[config.mk]
export PLATFORM = sky130hd
export DESIGN_NAME = uart_rx
export DESIGN_NICKNAME = d
export VERILOG_FILES = /design/src/rtl/uart_rx.sv
export SDC_FILE = /design/constraint.sdc
export NUM_CORES = 1
export LEC_CHECK = 0
export ABC_CLOCK_PERIOD_IN_PS = 2800
export CAP_MARGIN = 15
export CORE_ASPECT_RATIO = 0.75
export CORE_MARGIN = 2
export CORE_UTILIZATION = 25
export CTS_BUF_LIST = sky130_fd_sc_hd__clkbuf_8 sky130_fd_sc_hd__clkbuf_16
export DETAILED_ROUTE_END_ITERATION = 6
export PLACE_DENSITY_LB_ADDON = 0.3
export SETUP_SLACK_MARGIN = 0.15
export SYNTH_ARGS = -nofsm -noshare
export SYNTH_HDL_FRONTEND = slang
export SYNTH_SLANG_ARGS = --single-unit
[constraint.sdc]
create_clock -name clk -period 2.8 [get_ports clk]
set_clock_uncertainty 0.15 [all_clocks]
set_input_delay 0.56 -clock clk [delete_from_list [all_inputs] [get_ports clk]]
set_output_delay 0.56 -clock clk [all_outputs]
set_load 0.02 [all_outputs]
[src/rtl/uart_rx.sv]
// 8N1 UART receiver: 2-flop synchronizer, mid-bit sampling, one-cycle data_valid / frame_err strobes.
// Latency ~9.5 bit times from start edge to strobe; no backpressure (byte is overwritten by the next one).
// Build option: define UART_RX_FRAMING_ERR_EN to discard bytes with a bad stop bit and pulse frame_err.
module uart_rx #(
    parameter int bd_divider = 2500
) (
    input  logic       clk,
    input  logic       rst,
    input  logic       rx,
    output logic [7:0] data_out,
    output logic       data_valid,
    output logic       frame_err
);

    localparam logic [15:0] BIT_LAST  = 16'(bd_divider - 1);
    localparam logic [15:0] HALF_LAST = 16'(bd_divider / 2 - 1);

    typedef enum logic [2:0] {
        IDLE    = 3'd0,
        START   = 3'd1,
        DATA    = 3'd2,
        STOP    = 3'd3,
        RECOVER = 3'd4
    } state_t;

    state_t      state_q, state_d;
    logic        rx_meta_q, rx_meta_d;
    logic        rx_s_q, rx_s_d;
    logic [15:0] cnt_q, cnt_d;
    logic [2:0]  idx_q, idx_d;
    logic [7:0]  shift_q, shift_d;
    logic [7:0]  data_out_q, data_out_d;
    logic        data_valid_q, data_valid_d;
    logic        frame_err_q, frame_err_d;

    always_comb begin
        rx_meta_d    = rx;
        rx_s_d       = rx_meta_q;
        state_d      = state_q;
        cnt_d        = cnt_q;
        idx_d        = idx_q;
        shift_d      = shift_q;
        data_out_d   = data_out_q;
        data_valid_d = 1'b0;
        frame_err_d  = 1'b0;

        case (state_q)
            IDLE: begin
                cnt_d = 16'd0;
                idx_d = 3'd0;
                if (!rx_s_q) begin
                    state_d = START;
                end
            end
            START: begin
                // Re-check the line half a bit in so short low glitches are dropped.
                if (cnt_q == HALF_LAST) begin
                    cnt_d   = 16'd0;
                    state_d = rx_s_q ? IDLE : DATA;
                end else begin
                    cnt_d = cnt_q + 16'd1;
                end
            end
            DATA: begin
                if (cnt_q == BIT_LAST) begin
                    cnt_d          = 16'd0;
                    shift_d[idx_q] = rx_s_q;
                    if (idx_q == 3'd7) begin
                        idx_d   = 3'd0;
                        state_d = STOP;
                    end else begin
                        idx_d = idx_q + 3'd1;
                    end
                end else begin
                    cnt_d = cnt_q + 16'd1;
                end
            end
            STOP: begin
                if (cnt_q == BIT_LAST) begin
                    cnt_d = 16'd0;
                    if (rx_s_q) begin
                        data_out_d   = shift_q;
                        data_valid_d = 1'b1;
                        state_d      = IDLE;
                    end else begin
`ifdef UART_RX_FRAMING_ERR_EN
                        frame_err_d  = 1'b1;
`else
                        data_out_d   = shift_q;
                        data_valid_d = 1'b1;
`endif
                        state_d      = RECOVER;
                    end
                end else begin
                    cnt_d = cnt_q + 16'd1;
                end
            end
            RECOVER: begin
                // A held-low line (break) must go high before a new start is accepted.
                cnt_d = 16'd0;
                idx_d = 3'd0;
                if (rx_s_q) begin
                    state_d = IDLE;
                end
            end
            default: begin
                state_d = IDLE;
                cnt_d   = 16'd0;
                idx_d   = 3'd0;
            end
        endcase
    end

    always_ff @(posedge clk) begin
        if (rst) begin
            state_q      <= IDLE;
            rx_meta_q    <= 1'b1;
            rx_s_q       <= 1'b1;
            cnt_q        <= 16'd0;
            idx_q        <= 3'd0;
            shift_q      <= 8'h00;
            data_out_q   <= 8'h00;
            data_valid_q <= 1'b0;
            frame_err_q  <= 1'b0;
        end else begin
            state_q      <= state_d;
            rx_meta_q    <= rx_meta_d;
            rx_s_q       <= rx_s_d;
            cnt_q        <= cnt_d;
            idx_q        <= idx_d;
            shift_q      <= shift_d;
            data_out_q   <= data_out_d;
            data_valid_q <= data_valid_d;
            frame_err_q  <= frame_err_d;
        end
    end

    assign data_out   = data_out_q;
    assign data_valid = data_valid_q;
    assign frame_err  = frame_err_q;

endmodule

==> metrics <==
Pwr Total 1170 uW; IO Pins 13; main flop type after synthesis dfxtp_1; PortBufs 11; clock root cell clkbuf_8; period utilisation layout between 70% and 80%; Sequential Power Share 50.3%; Worst-path clk slew around 0.080 ns; area of the mapped netlist approximately 2000 um2; CTS tree done; DRC 0; Area after DPL ~2200 um2; Worst-Margin Slew 0.693 ns; Yosys top cell by area dfxtp_1; gpl congestion 0.765; Clock Power Share ~48%; switching share of total power between 10% and 20%; chip height 81.5 um; kind of critical path flip-flop to flip-flop; crit-path max FO 16; Post-CTS Hold Buffers 0; Max-Slew Margin vs Limit a little over half; number of global-route vias before repair 1441; CORE AREA ~8000 um2; Netlist cell types 40; Worst EP arrival 2.22 ns; row count 28; ranking of synthesized cells by area dfxtp_1 41%, nand2_1 5.1%, nor2_1 5.1%; via count between 1500 and 2000; Warnings, synthesis 0; initial antenna violation count 0; share of cells above drive strength 1 12.9%; final core occ 29.7%; grt ovf 0; Avg Inst Size Synth approximately 9.0 um2; clk_lat worst skew 0.30 ns; post-CTS resize count 0; Hold Path Cell Cnt 1; Max Cap Violations 0; final setup fails 0; #FFs+latches synth slightly above 40; Critical Path Source Type flip-flop; DRT Pass-1 Iters 4; crit path time final 2.19 ns; Pins Over Slew Limit 0; Clock Sinks 41; post-synthesis sequential area ratio 41.0%; diodes inserted 0; fin area 2330 um2; Hold Vio Cnt, Final 0; Synth Net Count around 230; Num CTS Buffers 5; post-CTS setup buffer count 0; Total GRT Usage 9.69%; Max VDD drop 201 uV; top-area cell type share of the netlist area ~41%; leakage 0.000707 uW; class of the worst hold path flip-flop to flip-flop; first-pass GRT wire length ~6800 um; Post-DRT Antenna Nets 0; Comb power frac about 1.6%; sum of negative setup slack 0 ns; worst reg2reg path depth 7; power per cell area 501 nW/um2; Psw 222 uW; Int Power approximately 950 uW; CP Capture Type flip-flop; Total Nets Final 239; Initial Util 25.5%; Wirelength per Cell 11.1 um; post-synthesis cell count 222; DR iter-0 viols 59; largest net degree at the start of global routing 27; Final WS setup 0.614 ns; async set-or-reset flop fraction in the synthesized netlist 0%; Die X about 110 um; number of synthesized flops with an enable pin 0; # H-tree levels 2; area delta synth->final 16.4%; pre-CTS setup slack ~0.6 ns; maximum clock path buffer count 2; Max Freq about 460 MHz; unrepaired setup endpoints after global routing false; via/cell ratio ~4.5; Critical Path RT 2.83 ns; hpwl dp 2700 um; outcome finished clean; total wire length 3750 um; Die ar. around 9000 um2
-- worst max-delay path, cell delays in order, from the launching register on --
cell,delay [ns]
dfxtp_1,0.43
ha_1,0.28
and4bb_4,0.28
nand4_4,0.13
a22oi_2,0.26
or4_1,0.14
buf_4,0.30
nor2_1,0.09
-- path summary, 6_finish.rpt --
path	start	endpoint	slack, ns
min reg2reg	rx_meta_q$_SDFF_PP1_	rx_s_q$_SDFF_PP1_	0.26
max reg2reg	cnt_q[0]$_SDFF_PP0_	cnt_q[3]$_SDFF_PP0_	0.61
max	cnt_q[0]$_SDFF_PP0_	cnt_q[3]$_SDFF_PP0_	0.61
min	rx_meta_q$_SDFF_PP1_	rx_s_q$_SDFF_PP1_	0.26
-- cell families after synthesis --
| family | count (synthesis) | synth area share (%) |
|---|---|---|
| flip-flops | 41 | 41.0 |
| XOR/XNOR | 14 | 6.12 |
| buffers and inverters | 15 | 4.18 |
| multiplexers | 10 | 5.00 |
| other | 1 | 0.187 |
| AND/OR/NAND/NOR | 117 | 35.0 |
| adder cells (fa/ha/maj) | 4 | 2.50 |
| AO/OA/AOI/OAI | 20 | 6.06 |
-- metrics by stage --
| stage | instances | hold WS [ns] |
|---|---|---|
| floorplan | 222 | 0.239 |
| global placement | 330 | 0.241 |
| detailed placement | 330 | 0.247 |
| CTS | 338 | 0.265 |
| global route | 338 | 0.275 |
| finish | 338 | 0.263 |
-- cell usage after synthesis (3+ instances only) --
cell      count
a21oi_1      13
and4_1        4
buf_2         3
clkbuf_1      5
dfxtp_1      41
ha_1          4
inv_1         4
mux2i_1      10
nand2_1      27
nand2b_1      3
nand3_1      10
nand4_1       6
nor2_1       27
nor2_4        8
nor3_1        4
nor3b_1       3
nor4_1        8
or2_2         3
xnor2_1       6
xor2_1        8
-- routing by layer --
layer | global-route usage (%) | vias to the layer above | routed length, um
met4 | 3.46 | 0 | 60
met2 | 13.5 | 21 | 1410
met3 | 2.78 | 6 | 167
met5 | 0 | - | 0
met1 | 14.1 | 700 | 2120
li1 | - | 788 | -
-- cells in the final DEF (no fill, tap or decap), types with 2 or more instances in the layout --
master and count:
or2_2 3, and4bb_4 2, clkdlybuf4s50_1 11, nor3b_1 3
and4_1 4, mux2i_1 10, nor4_1 8, dfxtp_1 41
clkbuf_8 5, nor2_4 8, nand3_1 10, nor2_2 2
ha_1 4, xnor2_1 6, xor2_1 8, bufinv_16 2
a21oi_1 13, nand4_1 6, nor2_1 27, buf_4 3
nor3_1 4, nand2_1 27, o31ai_1 2, inv_1 4
and3_1 2, nand2b_1 3
-- layout make-up --
cell class	instances	area, um2
Inverter	4	15.0
Tap cell	105	131
Multi-Input combinational cell	166	1100
Clock inverter	3	65.1
Fill cell	847	5520
Timing Repair Buffer	14	133
Sequential cell	41	821
Clock buffer	5	68.8
-- state kept, by name, summed over array words and instances (netlist names) --
register,cells
rx_s_q,1
data_out,8
idx_q,3
data_valid,1
rx_meta_q,1
state_q,3
shift_q,8
cnt_q,16
-- power groups by stage --
stage	clock network [uW]	registers (uW)	logic, uW
floorplan	0	598	16.3
global placement	0	601	18.9
detailed placement	0	601	18.8
CTS	580	587	18.8
global route	609	587	20.6
finish	562	587	18.7
No activity file was read; power rests on OpenSTA's default activity.
